$ cat config.mk
export PLATFORM = sky130hd
export DESIGN_NAME = encode_pack_flat
export DESIGN_NICKNAME = d
export VERILOG_FILES = /design/src/rtl/encode_pack_if.sv /design/src/rtl/encode_pack.sv /design/src/flat_wrapper.sv
export SDC_FILE = /design/constraint.sdc
export NUM_CORES = 1
export LEC_CHECK = 0
export ABC_AREA = 1
export CAP_MARGIN = 20
export CORE_MARGIN = 2
export CORE_UTILIZATION = 45
export DETAILED_ROUTE_END_ITERATION = 6
export PLACE_DENSITY_LB_ADDON = 0.25
export SLEW_MARGIN = 10
export SYNTH_ARGS = -nofsm -noshare
export SYNTH_HDL_FRONTEND = slang
export SYNTH_SLANG_ARGS = --single-unit
$ cat constraint.sdc
create_clock -name clk -period 3.2 [get_ports clk]
set_input_delay 0.32 -clock clk [delete_from_list [all_inputs] [get_ports clk]]
set_output_delay 0.32 -clock clk [all_outputs]
set_load 0.005 [all_outputs]
$ cat src/rtl/encode_pack_if.sv
// Purpose: code-in / packed-word-out bundle between encode_ctl, encode_pack and the destination FIFO.
// Latency: none, wires only; optional m_dst_bits present when ENCODE_PACK_CNT_EN is defined.
// Backpressure: code_ready toward the producer, fo_full from the destination FIFO.
interface encode_pack_if #(
  parameter int OUT_W  = 64,
  parameter int CODE_W = 13,
  parameter int LEN_W  = 4
);
  logic              code_valid;
  logic              code_ready;
  logic [CODE_W-1:0] code;
  logic [LEN_W-1:0]  code_len;
  logic              code_finish;
  logic              fo_full;
  logic              m_dst_putn;
  logic [OUT_W-1:0]  m_dst;
  logic              m_dst_last;
  logic              m_endn;
`ifdef ENCODE_PACK_CNT_EN
  logic [31:0]       m_dst_bits;

  // environment side: code producer and destination FIFO / DMA
  modport master (
    output code_valid, code, code_len, code_finish, fo_full,
    input  code_ready, m_dst_putn, m_dst, m_dst_last, m_endn, m_dst_bits
  );

  // packer side
  modport slave (
    input  code_valid, code, code_len, code_finish, fo_full,
    output code_ready, m_dst_putn, m_dst, m_dst_last, m_endn, m_dst_bits
  );
`else
  // environment side: code producer and destination FIFO / DMA
  modport master (
    output code_valid, code, code_len, code_finish, fo_full,
    input  code_ready, m_dst_putn, m_dst, m_dst_last, m_endn
  );

  // packer side
  modport slave (
    input  code_valid, code, code_len, code_finish, fo_full,
    output code_ready, m_dst_putn, m_dst, m_dst_last, m_endn
  );
`endif
endinterface

$ cat src/rtl/encode_pack.sv
// Purpose: packs (code, length) pairs MSB-first into OUT_W-bit words; flush with zero padding, last/end strobes.
// Latency: word strobed one cycle after the accept that fills OUT_W bits; m_endn one cycle after the last word.
// Backpressure: fo_full stalls emits; code_ready drops once a full word is pending. ENCODE_PACK_CNT_EN adds m_dst_bits.
module encode_pack #(
  parameter int OUT_W  = 64,
  parameter int CODE_W = 13,
  parameter int LEN_W  = 4
) (
  input  logic            clk,
  input  logic            rst,
  input  logic            ce,
  encode_pack_if.slave    bus
);

  localparam int ACC_W  = OUT_W + CODE_W;
  localparam int FILL_W = $clog2(ACC_W + 1);

  localparam logic [FILL_W-1:0] OUT_W_F  = FILL_W'(OUT_W);
  localparam logic [FILL_W-1:0] ACC_W_F  = FILL_W'(ACC_W);
  localparam logic [LEN_W-1:0]  CODE_W_L = LEN_W'(CODE_W);

  typedef enum logic [1:0] {
    ST_RUN   = 2'd0,
    ST_FLUSH = 2'd1,
    ST_END   = 2'd2
  } state_t;

  state_t              state_q, state_d;
  logic [ACC_W-1:0]    acc_q;
  logic [FILL_W-1:0]   fill_q;
  logic                putn_q;
  logic                endn_q;
  logic                last_q;
  logic [OUT_W-1:0]    dst_q;

  logic                ready;
  logic                accept;
  logic                emit;
  logic                emit_last;
  logic [LEN_W-1:0]    len_sat;
  logic [FILL_W-1:0]   shamt;
  logic [ACC_W-1:0]    code_ext;
  logic [ACC_W-1:0]    len_mask;
  logic [ACC_W-1:0]    acc_ins;

  // Valid bits sit left-justified in acc_q; a new code lands directly below them.
  always_comb begin
    len_sat  = (bus.code_len > CODE_W_L) ? CODE_W_L : bus.code_len;
    code_ext = ACC_W'(bus.code);
    len_mask = ~({ACC_W{1'b1}} << len_sat);
    shamt    = ACC_W_F - fill_q - FILL_W'(len_sat);
    acc_ins  = (code_ext & len_mask) << shamt;
  end

  // Handshake, emit decision and next state; accept and emit never coincide since ready needs fill<OUT_W.
  always_comb begin
    state_d   = state_q;
    emit      = 1'b0;
    emit_last = 1'b0;
    ready     = ce && (state_q == ST_RUN) && (fill_q < OUT_W_F) && !rst;
    accept    = ready && bus.code_valid;
    case (state_q)
      ST_RUN: begin
        if (ce && (fill_q >= OUT_W_F) && !bus.fo_full) begin
          emit = 1'b1;
        end
        if (accept && bus.code_finish) begin
          state_d = ST_FLUSH;
        end
      end
      ST_FLUSH: begin
        // Any fill level is emitted here; a word that drains the accumulator is the last one.
        if (ce && !bus.fo_full) begin
          emit = 1'b1;
          if (fill_q <= OUT_W_F) begin
            emit_last = 1'b1;
            state_d   = ST_END;
          end
        end
      end
      ST_END: begin
        if (ce) begin
          state_d = ST_RUN;
        end
      end
      default: state_d = ST_RUN;
    endcase
  end

  // State register.
  always_ff @(posedge clk) begin
    if (rst) begin
      state_q <= ST_RUN;
    end else begin
      state_q <= state_d;
    end
  end

  // Accumulator, fill count and output strobes; strobes fall back high on every edge without an event.
  always_ff @(posedge clk) begin
    if (rst) begin
      acc_q  <= '0;
      fill_q <= '0;
      putn_q <= 1'b1;
      endn_q <= 1'b1;
      last_q <= 1'b0;
      dst_q  <= '0;
    end else begin
      putn_q <= 1'b1;
      endn_q <= 1'b1;
      last_q <= 1'b0;
      if (accept) begin
        acc_q  <= acc_q | acc_ins;
        fill_q <= fill_q + FILL_W'(len_sat);
      end
      if (emit) begin
        dst_q  <= acc_q[ACC_W-1 -: OUT_W];
        putn_q <= 1'b0;
        last_q <= emit_last;
        acc_q  <= acc_q << OUT_W;
        fill_q <= emit_last ? '0 : (fill_q - OUT_W_F);
      end
      if (ce && (state_q == ST_END)) begin
        endn_q <= 1'b0;
        fill_q <= '0;
      end
    end
  end

  assign bus.code_ready = ready;
  assign bus.m_dst_putn = putn_q;
  assign bus.m_dst      = dst_q;
  assign bus.m_dst_last = last_q;
  assign bus.m_endn     = endn_q;

`ifdef ENCODE_PACK_CNT_EN
  logic [31:0] bits_q;
  logic        bits_clr_q;

  // Payload bit counter: frozen after END until the next stream's first accept restarts it.
  always_ff @(posedge clk) begin
    if (rst) begin
      bits_q     <= '0;
      bits_clr_q <= 1'b0;
    end else begin
      if (ce && (state_q == ST_END)) begin
        bits_clr_q <= 1'b1;
      end
      if (accept) begin
        bits_q     <= (bits_clr_q ? 32'd0 : bits_q) + 32'(len_sat);
        bits_clr_q <= 1'b0;
      end
    end
  end

  assign bus.m_dst_bits = bits_q;
`endif

endmodule

$ cat src/flat_wrapper.sv
// flat-port wrapper written by rule: the top's interface ports become plain ports
module encode_pack_flat 
#(
  parameter int OUT_W  = 64,
  parameter int CODE_W = 13,
  parameter int LEN_W  = 4
)
  (clk, rst, ce, bus_code_valid, bus_code, bus_code_len, bus_code_finish, bus_fo_full, bus_code_ready, bus_m_dst_putn, bus_m_dst, bus_m_dst_last, bus_m_endn);
  encode_pack_if #(.OUT_W(OUT_W), .CODE_W(CODE_W), .LEN_W(LEN_W)) bus_i ();
  input  logic clk;
  input  logic rst;
  input  logic ce;
  input wire logic [$bits(bus_i.code_valid)-1:0] bus_code_valid;
  input wire logic [$bits(bus_i.code)-1:0] bus_code;
  input wire logic [$bits(bus_i.code_len)-1:0] bus_code_len;
  input wire logic [$bits(bus_i.code_finish)-1:0] bus_code_finish;
  input wire logic [$bits(bus_i.fo_full)-1:0] bus_fo_full;
  output wire logic [$bits(bus_i.code_ready)-1:0] bus_code_ready;
  output wire logic [$bits(bus_i.m_dst_putn)-1:0] bus_m_dst_putn;
  output wire logic [$bits(bus_i.m_dst)-1:0] bus_m_dst;
  output wire logic [$bits(bus_i.m_dst_last)-1:0] bus_m_dst_last;
  output wire logic [$bits(bus_i.m_endn)-1:0] bus_m_endn;
  assign bus_i.code_valid = bus_code_valid;
  assign bus_i.code = bus_code;
  assign bus_i.code_len = bus_code_len;
  assign bus_i.code_finish = bus_code_finish;
  assign bus_i.fo_full = bus_fo_full;
  assign bus_code_ready = bus_i.code_ready;
  assign bus_m_dst_putn = bus_i.m_dst_putn;
  assign bus_m_dst = bus_i.m_dst;
  assign bus_m_dst_last = bus_i.m_dst_last;
  assign bus_m_endn = bus_i.m_endn;
  encode_pack #(.OUT_W(OUT_W), .CODE_W(CODE_W), .LEN_W(LEN_W)) u_core (.clk(clk), .rst(rst), .ce(ce), .bus(bus_i));
endmodule
Yosys cells after proc, flatten, opt, wreduce, memory -nomap -nowiden
Cells that the tools add are included.
{"block": "totals", "out_inout_bits": 68, "reg_bits": 153, "elab_cells": 64}
{"block": "classes", "add_sub_neg": 4, "n_shift": 2, "n_reduce_logical": 17, "n_lt_le_gt_ge": 4, "n_mux": 19, "bitwise": 4, "n_eq_ne": 6}
{"cell": "$mux W77", "count": 2}
{"cell": "$and A13 B77 Y77", "count": 1}
{"cell": "$not A77 Y77", "count": 1}
{"cell": "$or A77 B77 Y77", "count": 1}
{"cell": "$shl A77 B4 Y77 const A", "count": 1}
{"cell": "$shl A77 B7 Y77", "count": 1}
{"cell": "$mux W7", "count": 3}
{"cell": "$logic_and A1 B1 Y1", "count": 9}
{"cell": "$mux W2", "count": 4}
{"cell": "$add A7 B4 Y7", "count": 1}
{"cell": "$ge A7 B7 Y1 const B", "count": 1}
{"cell": "$le A7 B7 Y1 const B", "count": 1}
{"cell": "$lt A7 B7 Y1 const B", "count": 1}
{"cell": "$mux W1", "count": 7}
{"cell": "$sub A7 B4 Y7", "count": 1}
{"cell": "$sub A7 B7 Y7 const A", "count": 1}
{"cell": "$sub A7 B7 Y7 const B", "count": 1}
{"cell": "$pmux W2 S3", "count": 1}
{"cell": "$reduce_or A2 Y1", "count": 3}
{"cell": "$gt A4 B4 Y1 const B", "count": 1}
{"cell": "$mux W4", "count": 1}
{"cell": "$ne A2 B1 Y1 const B", "count": 2}
{"cell": "$ne A2 B2 Y1 const B", "count": 2}
{"cell": "$reduce_and A4 Y1", "count": 1}
{"cell": "other kinds (7)", "count": 8}

Depth between registers and ports, before layout
Gate-level depths: netlist of the first run.
{"block": "depth", "word_depth": 9, "mapped_depth": 19}

Least setup slack after synthesis of the first run
OpenSTA, ideal clock, no wires.
{"block": "synth_timing", "path_kind": "in2reg", "from": "input bus_code_len[3]", "to": "register u_core.acc_q[72]", "arrival_ns": 2.735, "cell_stages": 18, "setup_slack_ns": 0.338, "setup_ns": 0.128, "n_path_buf": 2, "cell_sequence": "buf_4 -> nand2_1 -> inv_1 -> nor2_1 -> ha_1 -> inv_1 -> ha_1 -> fa_1 -> nand2_1 -> a21oi_1 -> or2_4 -> xor2_2 -> buf_4 -> nor2_8 -> a21oi_1 -> o21ai_1 -> a21oi_1 -> nor2_1"}
{"block": "synth_between", "elab_chain_cells": 9, "elab_cells_between_ends": 10}
{"item": "from (decl)", "line_no": "flat_wrapper.sv:15", "rtl": "input wire logic [$bits(bus_i.code_len)-1:0] bus_code_len;"}
{"item": "$gt A4 B4 Y1", "line_no": "encode_pack.sv:48", "rtl": "len_sat = (bus.code_len > CODE_W_L) ? CODE_W_L : bus.code_len;"}
{"item": "$mux W4 (*)", "line_no": "encode_pack.sv:48"}
{"item": "$shl A77 B4 Y77", "line_no": "encode_pack.sv:50", "rtl": "len_mask = ~({ACC_W{1'b1}} << len_sat);"}
{"item": "$not A77 Y77", "line_no": "encode_pack.sv:50"}
{"item": "$and A13 B77 Y77", "line_no": "encode_pack.sv:52", "rtl": "acc_ins = (code_ext & len_mask) << shamt;"}
{"item": "$shl A77 B7 Y77 (*)", "line_no": "encode_pack.sv:52"}
{"item": "$or A77 B77 Y77 (*)", "line_no": "encode_pack.sv:113", "rtl": "acc_q <= acc_q | acc_ins;"}
{"item": "$mux W77 (*)", "line_no": "encode_pack.sv:112", "rtl": "if (accept) begin"}
{"item": "$mux W77 (*)", "line_no": "encode_pack.sv:116", "rtl": "if (emit) begin"}
{"item": "to (signal assigned)", "line_no": "encode_pack.sv:113"}
{"item": "to (signal assigned)", "line_no": "encode_pack.sv:120", "rtl": "acc_q <= acc_q << OUT_W;"}
{"item": "to (decl)", "line_no": "encode_pack.sv:29", "rtl": "logic [ACC_W-1:0] acc_q;"}
Every way passes the cells marked *; elsewhere a longest branch is shown, timed or not. The select of a mux whose other input is x is not followed.
A chain may end at the register's enable or synchronous reset.

Worst setup path in the final report of the first run
{"block": "layout_timing", "from": "input bus_code_len[3]", "to": "register u_core.acc_q[12]"}
{"block": "layout_between", "elab_chain_cells": 7, "elab_cells_between_ends": 8}
{"item": "$gt A4 B4 Y1", "line_no": "encode_pack.sv:48"}
{"item": "$mux W4 (*)", "line_no": "encode_pack.sv:48"}
{"item": "$shl A77 B4 Y77", "line_no": "encode_pack.sv:50"}
{"item": "$not A77 Y77", "line_no": "encode_pack.sv:50"}
{"item": "$and A13 B77 Y77", "line_no": "encode_pack.sv:52"}
{"item": "$shl A77 B7 Y77 (*)", "line_no": "encode_pack.sv:52"}
{"item": "$or A77 B77 Y77 (*)", "line_no": "encode_pack.sv:113"}
Every way passes the cells marked *; elsewhere a longest branch is shown, timed or not.

==> results of run 1 <==
-- metrics by stage --
stage               instances  power [mW]  cell area [sq um]   util
global route             1338        5.27               9390  0.595
detailed placement       1306        2.95               8740  0.554
finish                   1338        5.07               9390  0.595
CTS                      1338        5.08               9370  0.594
global placement         1306        2.95               8740  0.554
floorplan                 987        2.53               7230      -
-- how the worst min path moves through the flow --
stage | to | slack (ps) | cells after the start
2_1_floorplan | u_core.acc_q[13]$_SDFFE_PP0P_ | 430 | 2
3_3_place_gp | u_core.acc_q[61]$_SDFFE_PP0P_ | 440 | 2
3_5_place_dp | u_core.acc_q[57]$_SDFFE_PP0P_ | 440 | 2
4_1_cts | u_core.state_q[0]$_SDFFE_PP0P_ | 440 | 3
5_1_grt | u_core.acc_q[45]$_SDFFE_PP0P_ | 460 | 2
6_report | u_core.state_q[0]$_SDFFE_PP0P_ | 450 | 3
-- cell usage after synthesis, drive strengths merged --
| cell | n |
|---|---|
| a211oi | 1 |
| a21boi | 3 |
| a21o | 1 |
| a21oi | 109 |
| a31o | 1 |
| a31oi | 2 |
| buf | 31 |
| clkbuf | 32 |
| clkinv | 2 |
| dfxtp | 153 |
| fa | 3 |
| ha | 12 |
| inv | 119 |
| nand2 | 143 |
| nand3 | 162 |
| nand4 | 48 |
| nor2 | 47 |
| nor3 | 8 |
| o211ai | 2 |
| o21ai | 83 |
| o22ai | 13 |
| o41ai | 1 |
| or2 | 5 |
| xnor2 | 3 |
| xor2 | 3 |
-- kinds of logic after synthesis --
group / after synthesis
and+or+nand+nor: 413
AOI/OAI and AO/OA: 216
xor gates and xnor gates: 6
DFF: 153
buffers and inverters: 184
adders and majority gates: 15
-- where the power goes --
group          switching [mW]  leakage (nW)  internal (mW)
combinational           0.634          2.04          0.372
sequential            0.00721          1.23           1.92
clock                   0.884         0.302           1.26
total                    1.52          3.57           3.55
-- area by class of cell --
cell class,instances,area share
multi-input combinational,650,0.366
timing repair buffer,166,0.163
clock inverter,15,0.0219
clock buffer,17,0.0453
tap,216,0.0288
inverter,121,0.0484
sequential,153,0.326
-- worst max-delay path, cell delays in order --
cell and delay, ps:
clkdlybuf4s50_1 490, nand2_1 90, inv_1 80, nor2_1 60, ha_1 270, inv_1 50, ha_1 210, fa_1 520
clkinv_1 90, buf_4 180, nand3_1 90, nand2_1 110, nand2_1 60, nand2_1 110, inv_1 80, nor2_1 210
nand3_1 200, a21oi_1 160
-- timing repair --
item	in CTS	in global routing
endpoints found under the setup margin	0	21
gates resized for setup	0	4
buffers inserted	0	0
-- routing by layer --
layer	part of all wire	wire, um
met5	0	0
met4	0.028	582
met3	0.050	1030
met2	0.47	9740
met1	0.45	9350
-- registers in the layout, summed over array words and instances, names as in the netlist --
register               count
u_core.bus.m_dst          64
u_core.fill_q              7
u_core.acc_q              77
u_core.state_q             2
u_core.bus.m_endn          1
u_core.bus.m_dst_last      1
u_core.bus.m_dst_putn      1
-- cells in the final DEF (no fill, tap or decap), types with 3 or more instances in the layout --
master	Yosys	layout
clkbuf_16	0	17
bufinv_16	0	3
o21ai_1	19	20
o22ai_1	13	13
nor3_1	6	6
xor2_4	2	3
fa_1	3	3
buf_4	7	71
nand4_1	48	48
inv_6	0	4
inv_2	13	13
nor2_2	3	4
ha_1	12	12
buf_12	0	5
nand2_2	1	3
a21oi_2	2	3
xnor2_1	3	3
inv_1	106	106
clkinv_4	0	3
nor2_1	41	40
nand2_1	141	139
or2_2	3	3
nand3_1	161	161
o21ai_0	64	63
dfxtp_1	153	153
clkdlybuf4s50_1	0	90
a21oi_1	107	106
==> metrics.txt, run 1 <==
outcome=complete, no violations; worst slack, placed=-249 ps; mapped cell area=7230 sq um; Hold WS=449 ps; number of global-route vias before repair=6550; total of fill cells in the finished design=1477; startpoint types=input pin; critical path arrival=3370 ps; worst hold start=bus_code_finish; Pre-antenna DRT Iters=5; Period minus WS final=3010 ps; GR Layer Usage met2=0.407; Vias=7099; Horiz. Die Dim=131 um; simple-gate share of the synthesized area=0.273; Syn Area/Cell=7.33 sq um; top cells by area, synth=dfxtp_1 (42%), nand3_1 (11%), a21oi_1 (7.4%), nand2_1 (7.3%), inv_1 (5.5%); Final Hold Viols=0; Reg-to-Reg End=u_core.acc_q[12]$_SDFFE_PP0P_; fin nets=1147; Ant. Diodes=0; VDD IR max=0.000398 V; synthesis-to-layout area growth=29.8%; clock sink count=153; Clock Skew=11.2 ps; Worst Setup Path Type=input pin to register; multiplexer area fraction after synthesis=0; clk buf depth=2; worst-margin pin slew=596 ps; Synth Area in XOR/XNOR=0.0135; drt total wl=20700 um; #FFs+latches synth=153; Final GP Congestion=0.950; met3 usage in global routing=0.0448; first-pass GRT wire length=32800 um; Hold Path Class=input pin to register; cts hold-fix bufs=0; Residual DRC=0; Die ar.=17100 sq um; yosys warns=0; clock root buffer=clkbuf_16; fin worst setup slack=187 ps; cells after synthesis=987; hpwl dp=15200 um; most used routing layer in global routing=met2; TNS Setup=0 ps; RSZ-0062 raised after global routing=true; worst skew pair latency=430 ps; H-tree Lvls=4; Die Height=131 um; Max-slew headroom=0.601; drt via density=5.31; Critical Path Sink=u_core.acc_q[12]$_SDFFE_PP0P_; fin. max-slew vios=0; Max Clock Freq=0.332 GHz; ANT nets after route=0; critical path required time=3560 ps; TritonCTS clock tree=done; num rows=46; leakage=3.57 nW; initial DRC count=558; worst reg-to-reg path cell count=14; setup violators final=0; Syn Nets=1025; Sequential Area=3060 sq um; aggregate global routing overflow=0; Synth Area in Adders=0.0291; clk slew on worst S/H paths=70 ps; gr usage total=0.249; wire per inst=15.5 um; initial antenna violation count=0; FF-to-FF Start=u_core.fill_q[1]$_SDFFE_PP0P_; initial core utilization=0.459; CP Capture Type=register; main combinational cell family by area after synthesis=simple AND/OR/NAND/NOR gates; PwrDens=540 nW/um^2; area leader, netlist=dfxtp_1; Crit Path Max Fanout=12; period utilization=0.942; ratio of cells with drive above 1 in the final layout=0.131; TritonCTS Buffers=17; largest net degree at the start of global routing=58; compound-gate portion of the synthesized area=0.157; post-synth top area share=0.424; grt met1 use=0.330; I/O Pins=91; max-cap viol count=0; post-synth cell types=42; crit path from=bus_code_len[3]; multi-input logic area=3440 sq um; sequential area share after synthesis=0.424; Core Area=15800 sq um; IO buf count=90; setup slack, reg-to-reg=420 ps
Note: power is estimated with default switching activity, not from simulation.
==> run 2: changes to the inputs <==
- CORE_UTILIZATION: 45 -> 30
- DONT_BUFFER_PORTS: not set -> 1
==> run 2 against run 1 <==
Against the previous run:
- non-clock buffer count fell by 143
- hold slack got worse by 410 ps
- clock skew rose by 2.4 ps
- global-route usage fell by 7.0 points
- register-to-register slack got worse by 210 ps
- critical path type is now register to register
- critical endpoint is now u_core.acc_q[34]$_SDFFE_PP0P_
- largest cell class unchanged
- largest power group unchanged
==> metrics.txt, run 2 (synthesized netlist as in run 1, its figures left out) <==
TritonCTS Buffers=17 (unchanged); crit path cell chain=ha_1, inv_1, ha_1, fa_1, clkinv_1, buf_4, nand3_1, nor2_1, nand2_1, nor2_1, o21ai_0, a21oi_1; Hold Path Class=input pin to register; Crit Path Max Fanout=7 (-5); Core Area=23500 sq um (+49%); fin nets=1004 (-12%); ratio of cells with drive above 1 in the final layout=0.0940 (-0.0370); CP Capture Type=register; Max-slew headroom=0.282 (-0.320); TNS Setup=0 ps (unchanged); Largest Register=u_core.acc_q; largest net degree at the start of global routing=80 (+38%); Ant. Diodes=0 (unchanged); worst-margin pin slew=1070 ps (+478 ps); period utilization=0.933 (-0.00852); Die Height=159 um (+22%); synthesis-to-layout area growth=12.8%; Horiz. Die Dim=159 um (+22%); clk slew on worst S/H paths=70 ps (about the same); outcome=complete, no violations; initial antenna violation count=0 (unchanged); H-tree Lvls=4 (unchanged); Reg-to-Reg End=u_core.acc_q[34]$_SDFFE_PP0P_; worst reg-to-reg path cell count=12 (-2); I/O Pins=91 (unchanged); Non-Filler Instances=1298 (-3.0%); clock sink count=153 (unchanged); worst hold start=bus_code_finish; Pre-antenna DRT Iters=5 (unchanged); Final GP Congestion=0.963 (+1.4%); ANT nets after route=0 (unchanged); crit-path max cell delay=660 ps (+140 ps); drt total wl=22400 um (+8.3%); Clock Skew=13.6 ps (+2.44 ps); max-cap viol count=0 (unchanged); Hold WS=42.2 ps (-407 ps); Vias=6558 (-7.6%); first-pass GRT wire length=36100 um (+10%); FF-to-FF Start=u_core.fill_q[1]$_SDFFE_PP0P_; hpwl dp=16300 um (+7.2%); most common cell after layout, fill and taps aside=nand3_1; initial core utilization=0.307 (-0.151); worst skew pair latency=430 ps (about the same); clock root buffer=clkbuf_16; max reg flops=77 (unchanged); Residual DRC=0 (unchanged); num rows=56 (+22%); Die ar.=25400 sq um (+48%); TritonCTS clock tree=done; Max Clock Freq=0.335 GHz (+0.91%); Period minus WS final=2990 ps (-27.3 ps); IO buf count=0 (-100%); Worst path slowest cell=fa_1; number of global-route vias before repair=6301 (-3.8%); RSZ-0062 raised after global routing=false; total of fill cells in the finished design=2548 (+73%); setup bufs post-CTS=0 (unchanged); startpoint types=register; Min-Delay Endpoint=u_core.state_q[0]$_SDFFE_PP0P_; gr usage total=0.180 (-0.0699); aggregate global routing overflow=0 (unchanged); PwrDens=583 nW/um^2 (+7.9%); initial DRC count=441 (-21%); fin. max-slew vios=0 (unchanged); final core occ=0.346 (-0.249); VDD IR max=0.000285 V (-29%); drt via density=5.05 (-4.8%); wire per inst=17.3 um (+12%); setup slack, reg-to-reg=210 ps (-210 ps); leakage=2.98 nW (-16%); critical path required time=3500 ps (-60 ps); Worst Setup Path Type=register to register; setup violators final=0 (unchanged); Final Hold Viols=0 (unchanged); Placed Cells=1265 (-3.1%); clk buf depth=2 (unchanged); critical path arrival=3280 ps (-90 ps); WHS Path Cells=2 (-1); most frequent cells in the layout=nand3_1 (161), dfxtp_1 (153), nand2_1 (139), a21oi_1 (107), inv_1 (106)
## run 2: where the power goes
group          total [mW]  internal (mW)  switching (mW)
clock                2.01           1.14           0.871
combinational       0.815          0.224           0.591
sequential           1.93           1.92         0.00711
## run 2: timing repair
action / CTS / global route
endpoints found under the setup margin: 0 / 1
gates resized for setup: 0 / 1
endpoints found under the hold margin: 24 / 0
hold buffers: 1 / 0
## run 2: final cells by class
class	count	area, sq um	share of cell area
Clock inverter	13	135	0.0166
Tap cell	319	399	0.0490
Timing Repair Buffer	23	229	0.0281
Clock buffer	19	453	0.0556
Inverter	121	454	0.0557
Multi-Input combinational cell	650	3420	0.419
Sequential cell	153	3060	0.376
## run 2: worst max-delay path by stage
stage | cells past startpoint | endpoint | start
6_report | 12 | u_core.acc_q[34]$_SDFFE_PP0P_ | u_core.fill_q[1]$_SDFFE_PP0P_
5_1_grt | 11 | u_core.acc_q[34]$_SDFFE_PP0P_ | u_core.fill_q[1]$_SDFFE_PP0P_
4_1_cts | 12 | u_core.acc_q[34]$_SDFFE_PP0P_ | u_core.fill_q[1]$_SDFFE_PP0P_
3_5_place_dp | 15 | u_core.acc_q[34]$_SDFFE_PP0P_ | bus_code_len[3]
3_3_place_gp | 15 | u_core.acc_q[34]$_SDFFE_PP0P_ | bus_code_len[3]
2_1_floorplan | 18 | u_core.acc_q[72]$_SDFFE_PP0P_ | bus_code_len[3]
## run 2: worst max-delay path, delay by kind of cell, from the launching register on
kind / cells / cell delay (ps)
compound gates: 2 / 470
fa+ha+maj: 3 / 1160
buf+inv: 3 / 480
flops: 1 / 340
simple gates: 4 / 390
## run 2: layer usage
metal  wire length (um)  track usage  share of wire
met4                477       0.0620          0.021
met3               1270       0.0417          0.057
met2              10500        0.295           0.47
met1              10100        0.231           0.45
met5                  0            0              0
## run 2: through the flow
stage,power (mW),setup slack (ps),cell area [sq um]
after floorplan,2.53,338,7230
after global placement,2.76,46.1,7550
after detailed placement,2.76,46.7,7550
after CTS,4.77,226,8150
after global routing,4.96,52.5,8150
final,4.75,214,8150
==> run 3: changes to the inputs <==
- CORE_MARGIN: 2 -> 4
==> run 3 against run 2 <==
Against the previous run:
- total power up 2.2%
- non-clock buffer count increased by 8
- maximum frequency rose by 2.3%
- clock power is 2% higher
- wire length is 3.0% higher
- largest cell class unchanged
- sequential cell count did not move
- sequential share of layout area fell by 0.29 points
- global-route usage decreased by 0.51 points
==> metrics.txt, run 3 (synthesized netlist as in run 1, its figures left out) <==
final core occ=0.348 (+0.00167); Worst Setup Path Type=register to register; Pre-antenna DRT Iters=5 (unchanged); wire per inst=17.7 um (+2.6%); CP Capture Type=register; H-tree Lvls=4 (unchanged); # resized after CTS=0 (unchanged); worst skew pair latency=430 ps (about the same); VDD IR max=0.000285 V (about the same); clk buf depth=2 (unchanged); Die ar.=26700 sq um (+5.1%); Horiz. Die Dim=163 um (+2.5%); Ant. Diodes=0 (unchanged); drt via density=5.08 (+0.50%); worst reg-to-reg path cell count=11 (-1); aggregate global routing overflow=0 (unchanged); initial core utilization=0.306 (-0.000911); TritonCTS Buffers=17 (unchanged); total power=4.85 mW (+2.2%); RSZ-0062 raised after global routing=false; Combinational Power Share=0.178 (+0.007); ratio of cells with drive above 1 in the final layout=0.0965 (+0.00257); worst-margin pin slew=583 ps (-491 ps); critical path required time=3490 ps (about the same); Largest Register=u_core.acc_q; Die Height=163 um (+2.5%); switching fraction of total power=0.296 (-0.0128); hpwl dp=16900 um (+4.0%); clock root buffer=clkbuf_16; period utilization=0.912 (-0.0208); Residual DRC=0 (unchanged); Flop pwr share=0.397 (-0.008); clock sink count=153 (unchanged); Hold Path Class=input pin to register; Final GP Congestion=0.929 (-3.6%); drt total wl=23100 um (+3.0%); most common cell after layout, fill and taps aside=nand3_1; Max Clock Freq=0.343 GHz (+2.3%); IO buf count=0 (unchanged); number of global-route vias before repair=6466 (+2.6%); initial DRC count=438 (-0.68%); fin. max-slew vios=0 (unchanged); P_sw=1.44 mW (-2.1%); gr usage total=0.174 (-0.00507); PwrDens=591 nW/um^2 (+1.4%); critical path arrival=3210 ps (-70 ps); Final Hold Viols=0 (unchanged); Crit Path Max Fanout=20 (+13); synthesis-to-layout area growth=13.6%; Worst path slowest cell=o21ai_0; first-pass GRT wire length=36200 um (+0.25%); max-cap viol count=0 (unchanged); TNS Setup=0 ps (unchanged); Period minus WS final=2920 ps (-66.7 ps); fin nets=1012 (+0.80%); crit-path max cell delay=480 ps (-180 ps); clk slew on worst S/H paths=70 ps (about the same); Vias=6616 (+0.88%); crit path cell chain=ha_1, inv_1, ha_1, fa_1, nand2_1, a21oi_1, or2_4, xor2_4, nor2_8, o21ai_0, a21oi_1; initial antenna violation count=0 (unchanged); Clock Skew=10.7 ps (-2.95 ps); largest net degree at the start of global routing=58 (-28%); outcome=complete, no violations; Pint=3.42 mW (+4.1%); num rows=56 (unchanged); setup violators final=0 (unchanged); I/O Pins=91 (unchanged); clock group share of total power=0.425 (+0.002); Core Area=23600 sq um (+0.30%); TritonCTS clock tree=done; max reg flops=77 (unchanged); ANT nets after route=0 (unchanged); Max-slew headroom=0.611 (+0.330); WHS Path Cells=2 (unchanged); most frequent cells in the layout=nand3_1 (161), dfxtp_1 (153), nand2_1 (139), a21oi_1 (107), inv_1 (106); startpoint types=register; leakage=3.02 nW (+1.2%)
run 3: changes by cell type in the layout (fill, tap and decap cells not counted):
cell        previous run  this run
inv_8                  3         0
buf_6                  1         0
clkbuf_1               0         2
clkinv_4               3         1
bufinv_16              1         3
clkbuf_8               2         1
buf_8                  0         1
clkinv_2               2         0
buf_4                 17        25
clkinvlp_4             0         1
run 3: critical path, delay by kind of cell, from the launching register on:
family	cells	cell delay, ps
adders and majority gates	3	940
DFF	1	340
and+or+nand+nor	3	490
AOI/OAI and AO/OA	3	670
buffers and inverters	1	50
xor gates and xnor gates	1	280
run 3: repair_timing:
item                      CTS  global route
hold buffers                1             0
hold endpoints to repair   24             0
buffers inserted            0             0
run 3: power groups by stage:
stage | combinational [mW] | clock (mW) | sequential (mW)
3_3_place_gp | 0.844 | 0 | 1.97
4_1_cts | 0.849 | 2.11 | 1.93
5_1_grt | 0.941 | 2.18 | 1.93
6_report | 0.863 | 2.06 | 1.93
3_5_place_dp | 0.841 | 0 | 1.97
2_1_floorplan | 0.568 | 0 | 1.97
run 3: path summary, 6_finish.rpt:
path	start	to	slack, ps
worst max-delay path	u_core.fill_q[1]$_SDFFE_PP0P_	u_core.acc_q[34]$_SDFFE_PP0P_	280
worst min-delay path	bus_code_finish	u_core.state_q[0]$_SDFFE_PP0P_	30
worst max register to register	u_core.fill_q[1]$_SDFFE_PP0P_	u_core.acc_q[34]$_SDFFE_PP0P_	280
worst min register to register	u_core.acc_q[26]$_SDFFE_PP0P_	u_core.acc_q[26]$_SDFFE_PP0P_	450
run 3: routing by layer:
| metal | vias up | track usage | part of all wire |
|---|---|---|---|
| met3 | 39 | 0.0462 | 0.061 |
| met4 | 0 | 0.0652 | 0.027 |
| met5 | - | 0 | 0 |
| met2 | 176 | 0.281 | 0.46 |
| met1 | 3093 | 0.225 | 0.45 |
| li1 | 3308 | - | - |
run 3: stage by stage:
stage	area (sq um)	std cells	setup WS (ps)	hold WS, ps
after global routing	8220	1303	102	34.6
after global placement	7600	1272	159	396
after CTS	8200	1302	322	9.86
after detailed placement	7600	1272	143	397
final	8220	1303	281	31.8
after floorplan	7230	987	338	431
run 3: layout make-up:
| type | count | area, sq um |
|---|---|---|
| fillers | 2557 | 15400 |
| multi-input cells | 650 | 3420 |
| flip-flops and latches | 153 | 3060 |
| inverters | 121 | 454 |
| clock buffers | 20 | 447 |
| well taps | 319 | 399 |
| repair buffers | 31 | 293 |
| clock inverters | 9 | 141 |
